===== src/rtl/eq_pkg.sv =====
// rtl/eq_pkg.sv - shared types, constants and helpers for the equation stream collector
package eq_pkg;
   localparam int EQ_WIDTH     = 32;
   localparam int EQ_SEQ_W     = 8;
   localparam int CORE_LATENCY = 4;

   typedef struct packed {
      logic signed [EQ_WIDTH-1:0] a;
      logic signed [EQ_WIDTH-1:0] b;
      logic signed [EQ_WIDTH-1:0] c;
      logic signed [EQ_WIDTH-1:0] d;
   } eq_args_t;

   typedef struct packed {
      logic [EQ_WIDTH-1:0] data;
      logic [EQ_SEQ_W-1:0] seq;
   } eq_res_t;

   function automatic int cnt_width(input int depth);
      return $clog2(depth + 1);
   endfunction
endpackage


===== src/rtl/eq_out_buffer.sv =====
// rtl/eq_out_buffer.sv - show-ahead result FIFO with full/empty flags and flush on rst
module eq_out_buffer
   import eq_pkg::*;
#(
   parameter type T     = eq_res_t,
   parameter int  DEPTH = 4
) (
   input  logic clk,
   input  logic rst,
   input  logic push_i,
   input  T     push_data_i,
   input  logic pop_i,
   output T     head_o,
   output logic full_o,
   output logic empty_o
);
   localparam int PW = $clog2(DEPTH);
   localparam int CW = cnt_width(DEPTH);

   T              mem_q [DEPTH];
   logic [PW-1:0] wr_ptr_q, rd_ptr_q;
   logic [CW-1:0] count_q;
   logic          do_push, do_pop;

   function automatic logic [PW-1:0] ptr_inc(input logic [PW-1:0] p);
      return (p == PW'(DEPTH - 1)) ? '0 : p + PW'(1);
   endfunction

   assign empty_o = (count_q == '0);
   assign full_o  = (count_q == CW'(DEPTH));
   assign do_push = push_i & ~full_o;
   assign do_pop  = pop_i & ~empty_o;

   // Head reads as zero when empty so the outputs have a defined reset value
   always_comb begin
      head_o = '0;
      if (!empty_o) head_o = mem_q[rd_ptr_q];
   end

   always_ff @(posedge clk) begin
      if (do_push) mem_q[wr_ptr_q] <= push_data_i;
   end

   always_ff @(posedge clk) begin
      if (rst) begin
         wr_ptr_q <= '0;
         rd_ptr_q <= '0;
         count_q  <= '0;
      end else begin
         if (do_push) wr_ptr_q <= ptr_inc(wr_ptr_q);
         if (do_pop)  rd_ptr_q <= ptr_inc(rd_ptr_q);
         count_q <= count_q + CW'(do_push) - CW'(do_pop);
      end
   end
endmodule


===== src/rtl/eq_stream_collector.sv =====
// rtl/eq_stream_collector.sv - credit-gated front end and result collector for the equation core
// Optional watchdog enabled by defining EQ_COLLECT_TIMEOUT_EN.
module eq_stream_collector
   import eq_pkg::*;
#(
   parameter int WIDTH   = EQ_WIDTH,
   parameter int DEPTH   = 4,
   parameter int SEQ_W   = EQ_SEQ_W,
   parameter int TIMEOUT = 64
) (
   input  logic                    clk,
   input  logic                    rst,
   input  logic                    in_vld,
   output logic                    in_rdy,
   input  logic signed [WIDTH-1:0] in_a,
   input  logic signed [WIDTH-1:0] in_b,
   input  logic signed [WIDTH-1:0] in_c,
   input  logic signed [WIDTH-1:0] in_d,
   output logic                    eq_arg_vld,
   output logic signed [WIDTH-1:0] eq_a,
   output logic signed [WIDTH-1:0] eq_b,
   output logic signed [WIDTH-1:0] eq_c,
   output logic signed [WIDTH-1:0] eq_d,
   input  logic                    eq_res_vld,
   input  logic        [WIDTH-1:0] eq_res,
   output logic                    out_vld,
   input  logic                    out_rdy,
   output logic        [WIDTH-1:0] out_data,
   output logic        [SEQ_W-1:0] out_seq,
   output logic                    idle,
   output logic                    err
);
   localparam int CW = cnt_width(DEPTH);

   typedef struct packed {
      logic signed [WIDTH-1:0] a;
      logic signed [WIDTH-1:0] b;
      logic signed [WIDTH-1:0] c;
      logic signed [WIDTH-1:0] d;
   } args_t;

   typedef struct packed {
      logic [WIDTH-1:0] data;
      logic [SEQ_W-1:0] seq;
   } res_t;

   logic [CW-1:0]    credits_q, credits_d, inflight_q, inflight_d;
   logic [SEQ_W-1:0] seq_q, seq_d;
   logic             in_rdy_q, arg_vld_q, err_q, err_d;
   args_t            args_q;
   logic             accept, pop, res_ok, push, drop, buf_full, buf_empty, wdog_hit;
   res_t             push_data, head;

`ifdef EQ_COLLECT_TIMEOUT_EN
   localparam int TW = $clog2(TIMEOUT + 1);
   logic [TW-1:0] wdog_q, wdog_d;

   always_comb begin
      wdog_d = wdog_q;
      if (eq_res_vld || (inflight_q == '0)) wdog_d = '0;
      else if (wdog_q != TW'(TIMEOUT))      wdog_d = wdog_q + TW'(1);
   end

   assign wdog_hit = (wdog_q == TW'(TIMEOUT));

   always_ff @(posedge clk) begin
      if (rst) wdog_q <= '0;
      else     wdog_q <= wdog_d;
   end
`else
   localparam int timeout_unused = TIMEOUT;
   assign wdog_hit = 1'b0;
`endif

   // in_rdy_q mirrors credits!=0; rst gating keeps it low during the reset cycle itself
   assign in_rdy    = in_rdy_q & ~rst;
   assign accept    = in_vld & in_rdy;
   assign out_vld   = ~buf_empty;
   assign pop       = out_vld & out_rdy;
   assign res_ok    = eq_res_vld & (inflight_q != '0);
   assign push      = res_ok & ~buf_full;
   assign drop      = eq_res_vld & ~push;
   assign push_data = '{data: eq_res, seq: seq_q};

   always_comb begin
      credits_d = credits_q;
      if (accept && !pop)      credits_d = credits_q - CW'(1);
      else if (pop && !accept) credits_d = credits_q + CW'(1);
      inflight_d = inflight_q;
      if (arg_vld_q && !res_ok)      inflight_d = inflight_q + CW'(1);
      else if (res_ok && !arg_vld_q) inflight_d = inflight_q - CW'(1);
      seq_d = push ? seq_q + SEQ_W'(1) : seq_q;
      err_d = err_q | drop | wdog_hit;
   end

   always_ff @(posedge clk) begin
      if (rst) begin
         credits_q  <= CW'(DEPTH);
         inflight_q <= '0;
         in_rdy_q   <= 1'b1;
         arg_vld_q  <= 1'b0;
         args_q     <= '0;
         seq_q      <= '0;
         err_q      <= 1'b0;
      end else begin
         credits_q  <= credits_d;
         inflight_q <= inflight_d;
         in_rdy_q   <= (credits_d != '0);
         arg_vld_q  <= accept;
         if (accept) args_q <= '{a: in_a, b: in_b, c: in_c, d: in_d};
         seq_q      <= seq_d;
         err_q      <= err_d;
      end
   end

   eq_out_buffer #(.T(res_t), .DEPTH(DEPTH)) u_buf (
      .clk         (clk),
      .rst         (rst),
      .push_i      (push),
      .push_data_i (push_data),
      .pop_i       (pop),
      .head_o      (head),
      .full_o      (buf_full),
      .empty_o     (buf_empty)
   );

   assign eq_arg_vld = arg_vld_q;
   assign eq_a       = args_q.a;
   assign eq_b       = args_q.b;
   assign eq_c       = args_q.c;
   assign eq_d       = args_q.d;
   assign out_data   = head.data;
   assign out_seq    = head.seq;
   assign idle       = (inflight_q == '0) & buf_empty & ~arg_vld_q;
   assign err        = err_q;
endmodule

===== config.mk =====
export PLATFORM = sky130hd
export DESIGN_NAME = eq_stream_collector
export DESIGN_NICKNAME = d
export VERILOG_FILES = /design/src/rtl/eq_pkg.sv /design/src/rtl/eq_out_buffer.sv /design/src/rtl/eq_stream_collector.sv
export SDC_FILE = /design/constraint.sdc
export NUM_CORES = 1
export LEC_CHECK = 0
export CELL_PAD_IN_SITES_DETAIL_PLACEMENT = 0
export CELL_PAD_IN_SITES_GLOBAL_PLACEMENT = 2
export CORE_MARGIN = 2
export CORE_UTILIZATION = 28
export CTS_CLUSTER_SIZE = 14
export DETAILED_ROUTE_END_ITERATION = 12
export GPL_TIMING_DRIVEN = 1
export PLACE_DENSITY_LB_ADDON = 0.1
export SETUP_SLACK_MARGIN = 0.3
export SYNTH_ARGS = -nofsm -noshare
export SYNTH_HDL_FRONTEND = slang
export SYNTH_HIERARCHICAL = 1
export SYNTH_SLANG_ARGS = --single-unit

===== constraint.sdc =====
create_clock -name clk -period 3 [get_ports clk]
set_input_delay 0.9 -clock clk [delete_from_list [all_inputs] [get_ports clk]]
set_output_delay 0.9 -clock clk [all_outputs]
set_load 0.01 [all_outputs]

# Word level (Yosys, flattened, before mapping)
# Memories as Yosys holds them, arrays and structs flattened. A register that Yosys moved wholly into a read port is not among the register bits.
# Index checks and enable logic that the tools add are counted.
totals:
  ramBits: 160
  romBits: 0
  latch_bits: 0
  output_inout_bits: 173
  ff_bits: 152
  memories: 1
classes:
  eq_ne: 3
  n_reduce_logical: 13
  n_lt_le_gt_ge: 0
  muxes: 11
  multipliers: 0
  add_sub_neg: 9
  shifts: 0
  n_div: 0
  bitwise: 16
memory_table:
  columns: ["memory", "depth", "word_bits", "read_ports", "rd_clocked_by_memory_dff", "write_ports", "line_no", "source"]
  rows:
  - ["u_buf.mem_q", 4, 40, 1, 1, 1, "eq_out_buffer.sv:20", "T mem_q [DEPTH];"]
ops:
  columns: ["op", "count"]
  rows:
  - ["40-bit two-way mux", 1]
  - ["3-bit two-way mux", 4]
  - ["1-bit bitwise AND", 10]
  - ["8-bit by 1-bit adder with 8-bit output (second input constant)", 1]
  - ["2-bit two-way mux", 4]
  - ["3-bit by 1-bit adder with 3-bit output (second input constant)", 2]
  - ["3-bit logical NOT", 2]
  - ["3-bit nonzero test", 2]
  - ["3-bit by 1-bit subtractor with 3-bit output (second input constant)", 2]
  - ["1-bit NOT", 5]
  - ["2-bit by 1-bit adder with 2-bit output (second input constant)", 2]
  - ["2-bit equality test (second input constant)", 2]
  - ["1-bit logical AND", 4]
  - ["1-bit logical NOT", 4]
  - ["3-bit by 1-bit adder with 3-bit output", 1]
  - ["3-bit equality test (second input constant)", 1]
  - ["3-bit by 1-bit subtractor with 3-bit output", 1]
  - ["1-bit two-way mux", 2]
  - ["2-bit nonzero test", 1]
  - ["1-bit bitwise OR", 1]

# Logic depth before layout (Yosys ltp)
logic_depth:
  ltp_word: 8
  depth_mapped: 13
  depth_no_buf: 12

# Hierarchy
# The synthesis kept the hierarchy.
modules_own_cells:
  columns: ["mod", "area_each_um2", "seq_area_each_um2", "cells_per_inst", "n_inst"]
  rows:
  - ["eq_out_buffer", 6516.2, 4984.8, 303, 1]
  - ["eq_stream_collector", 5519.0, 2902.8, 653, 1]

# Worst setup path after synthesis
# Ideal clock, no wire load.
synth_timing:
  path_kind: "input-to-reg"
  from: "input port eq_res_vld"
  to: "register u_buf.count_q[2]"
  cell_stages: 12
  n_path_buf: 1
  arrival_ns: 2.887
  setup_ns: 0.115
  setup_slack_ns: -0.002
  cell_sequence: "o31ai_1 buf_2 nor2_1 and2_4 inv_2 ha_1 inv_1 ha_1 fa_1 xnor2_1 xnor2_1 nor2_1"
synth_via:
  elab_chain_cells: 5
synth_lines:
  columns: ["element", "line_no", "source"]
  rows:
  - ["from (decl)", "eq_stream_collector.sv:24", "input logic eq_res_vld,"]
  - ["1-bit bitwise AND", "eq_stream_collector.sv:80", "assign res_ok = eq_res_vld & (inflight_q != '0);"]
  - ["1-bit bitwise AND", "eq_stream_collector.sv:81", "assign push = res_ok & ~buf_full;"]
  - ["named net push", "eq_stream_collector.sv:51", "logic accept, pop, res_ok, push, drop, buf_full, buf_empty, wdog_hit;"]
  - ["1-bit bitwise AND", "eq_out_buffer.sv:31", "assign do_push = push_i & ~full_o;"]
  - ["3-bit by 1-bit adder with 3-bit output", "eq_out_buffer.sv:52", "count_q <= count_q + CW'(do_push) - CW'(do_pop);"]
  - ["3-bit by 1-bit subtractor with 3-bit output", "eq_out_buffer.sv:52", null]
  - ["to (signal assigned)", "eq_out_buffer.sv:52", null]
  - ["to (decl)", "eq_out_buffer.sv:22", "logic [CW-1:0] count_q;"]
# The timed path passes the listed nets, and every way through them passes these cells.
# A chain may end at the register's enable or synchronous reset.

==> impl_metrics.yaml <==
yosys:
  synth-edff-count: 160
  ys_seq_area_frac: 0.655
  synthFlopType: "edfxtp_1"
  synth_top_area_share: 0.399
  synth.area.top_cells: "edfxtp_1 40%, dfxtp_1 26%, nand2_1 8.2%, nand3b_1 8.0%, mux4_2 7.5%"
  synth_fp_nets: 1134
  ys_warn_count: 6
  netlist_instances: 956
  synth-seq-cells: 314
  yosys.area.top_type: "edfxtp_1"
  syn_area_um2: 12000
  ys_async_sr_fraction: 0
  synth.avg_cell_area_um2: 12.6
  synth.distinct_cells: 42
critical_path:
  cp.arrival_ns: 2.01
  cpLargestDelayFamily: "multiplexers"
  rr_worst_depth: 15
  regToRegSetupSlack_ns: 0.44
  crit_type: "flop to primary output"
  cpMaxStageDelayCell: "mux4_2"
  start_kind: "flop"
  crit_chain: "buf_12, clkbuf_16, mux4_2, nor2b_1, clkbuf_2"
  crit_required_ns: 2.10
  crit_fanout: 6
  cp-end-kind: "primary output"
  crit_cells: 5
  crit_buf_inv: 3
  slowest_delay_ns: 0.49
power:
  p_int_mw: 9.69
  power_frac_clock: 0.340
  comb_power_share: 0.264
  p_per_area_nw_per_um2: 761
  cellLeakagePower_nw: 6.72
  peakVddDrop_mv: 0.329
  power_mw: 13.4
  p_sw_frac: 0.275
  pwr-share-seq: 0.397
  p_switching_mw: 3.68
sta:
  relSlewSlack: 0.536
  worst_pin_slew_ns: 0.696
  fin_tns_setup_ns: 0
  fin_ws_ns: 0.0915
  maxClockFrequency_mhz: 344
  finalSetupViolations: 0
  finalMaxSlewViolations: 0
  finalHoldViolations: 0
  rsz0062_at_grt: "true"
  skew_ns: 0.0121
  holdWs_ns: 0.458
  period_share: 0.970
  period_needed_ns: 2.91
floorplan:
  chipWidth_um: 211
  num_rows: 75
  dieArea_um2: 44700
  start_util: 0.285
  io_pins: 338
  coreArea_um2: 42200
  die_h_um: 211
cells_and_area:
  seq_area_um2: 7900
  syn_to_final_growth_pct: 46.0
  nets: 1488
  fillCellCount: 4034
  fin_area_um2: 17600
  multiInputGateArea_um2: 3940
  drive_gt1_frac: 0.152
detailed_routing:
  wl_per_cell_um: 18.4
  routed_via_density: 4.40
  dr.pass1.iters: 4
  drc_errors: 0
  drt-total-wl_um: 34600
  antenna_left: 0
  vias: 8255
  drt_iter0_drc: 411
placed_design:
  dp_hpwl_um: 21600
  dpl_cell_area_um2: 16200
  place_ws_ns: -0.147
  place.gp.congestion: 0.707
  port_buffers: 337
worst_hold_path:
  hold_depth: 2
  hold_path.class: "flop to flop"
clocking:
  htreeDepth: 2
  cts_root_buf: "clkbuf_16"
  clk_latency_ns: 0.54
  cts_tree: "built"
  postCtsHoldBufs: 0
  clock_sinks: 314
  cts_buffers: 38
  path_clk_slew_ns: 0.06
  cts_buffer_depth: 3
grt:
  overflow: 0
  grt_max_degree: 154
  grt_pass1_vias: 8581
  antenna_found_initial: 7
  grt_use_total: 0.155
  grt_pass1_wl_um: 52400
run_status:
  status: "finished, final reports clean"
job:
  maxCapViolCount: 0
power by group through the flow:
| stage | clock, mW | sequential, mW | combinational, mW |
|---|---|---|---|
| after floorplan | 0 | 5.41 | 1.54 |
| final | 4.54 | 5.30 | 3.53 |
| after global placement | 0 | 5.36 | 3.53 |
| after detailed placement | 0 | 5.38 | 3.51 |
| after global routing | 4.88 | 5.36 | 3.85 |
| after CTS | 4.72 | 5.30 | 3.42 |
state kept, by name, indices dropped and copies added (netlist names), named ones only:
signal / flops
err: 1
credits_q: 3
eq_arg_vld: 1
seq_q: 8
u_buf/mem_q: 160
eq_b: 32
u_buf/rd_ptr_q: 2
inflight_q: 3
eq_c: 32
u_buf/wr_ptr_q: 2
eq_a: 32
u_buf/count_q: 3
in_rdy_q: 1
eq_d: 32
cells by family after synthesis:
logic type,share of synthesized area
AND/OR/NAND/NOR,0.209
flip-flops,0.655
buffers and inverters,0.0264
multiplexers,0.0765
AO/OA/AOI/OAI,0.0111
adder cells (fa/ha/maj),0.0148
XOR/XNOR,0.00728
through the flow:
step / util / std cells
2_1_floorplan: - / 956
3_3_place_gp: 0.383 / 1796
3_5_place_dp: 0.383 / 1796
4_1_cts: 0.413 / 1872
5_1_grt: 0.416 / 1876
6_report: 0.416 / 1878
cell usage after synthesis (2+ instances only):
| cell | n |
|---|---|
| buf_2 | 8 |
| inv_2 | 4 |
| o31ai_1 | 2 |
| or3_1 | 5 |
| xnor2_1 | 8 |
| a21oi_1 | 8 |
| nor2b_1 | 44 |
| buf_6 | 4 |
| fa_1 | 2 |
| inv_1 | 11 |
| buf_1 | 8 |
| edfxtp_1 | 160 |
| clkbuf_1 | 39 |
| mux4_2 | 40 |
| xor2_1 | 2 |
| ha_1 | 11 |
| nor4_1 | 2 |
| nand3_1 | 4 |
| nand2b_1 | 2 |
| dfxtp_1 | 154 |
| nand2_1 | 262 |
| and2_1 | 2 |
| nor2_1 | 13 |
| and3_1 | 6 |
| mux2i_1 | 2 |
| nand3b_1 | 128 |
| o21ai_0 | 4 |
| nor3_1 | 7 |
final cells by class:
| cell class | count | area share |
|---|---|---|
| Timing Repair Buffer | 373 | 0.214 |
| Multi-Input combinational cell | 568 | 0.224 |
| Inverter | 15 | 0.00335 |
| Tap cell | 539 | 0.0384 |
| Sequential cell | 314 | 0.450 |
| Clock inverter | 16 | 0.0111 |
| Antenna cell | 2 | 0.000285 |
| Clock buffer | 51 | 0.0592 |
layout by cell type, fill, tap and decap left out, types with 3 or more instances in the layout:
master           instances
buf_12                  15
mux4_2                  40
nand3_1                  4
clkdlybuf4s50_1        294
nor2b_1                 35
buf_4                   15
nand3b_1               128
clkbuf_1                10
dfxtp_4                  4
buf_2                   22
nor3_1                   6
clkbuf_2                10
o21ai_0                  4
nor2b_4                  9
inv_1                   11
or3_1                    5
nor2_1                  12
ha_1                    11
clkbuf_16               40
dfxtp_1                149
xnor2_1                  7
edfxtp_1               160
a21oi_1                  8
clkinv_2                 4
and3_2                   4
nand2_1                262
clkinv_1                 6
inv_2                    3
buf_6                   13
o31ai_2                  3
bufinv_16                4
metal layers:
layer | global-route usage | vias up | wire length, um
li1 | - | 4037 | -
met1 | 0.188 | 3914 | 14200
met2 | 0.245 | 239 | 16100
met3 | 0.0770 | 51 | 3650
met4 | 0.0410 | 14 | 570
met5 | 0 | - | 98
worst register-to-register path, delay by kind of cell (launching register included):
family          cells  cell delay [ns]
simple gates        3             0.38
flops               1             0.36
buf+inv             6             0.52
xor+xnor            2             0.27
fa+ha+maj           3             0.84
compound gates      1             0.06
repair_timing:
action	CTS	global route
setup buffers	7	3
gates resized for setup	160	45
pin swaps	2	4
setup endpoints to repair	42	44
gates cloned	2	1
path summary, 6_finish.rpt:
path,from,endpoint
worst max-delay path,flop,out_seq[6]
worst min register to register,err$_SDFF_PP0_,err$_SDFF_PP0_
worst max register to register,u_buf/count_q[0]$_SDFF_PP0_,u_buf/count_q[2]$_SDFF_PP0_
worst min-delay path,err$_SDFF_PP0_,err$_SDFF_PP0_
(Power assumes the default switching activity.)
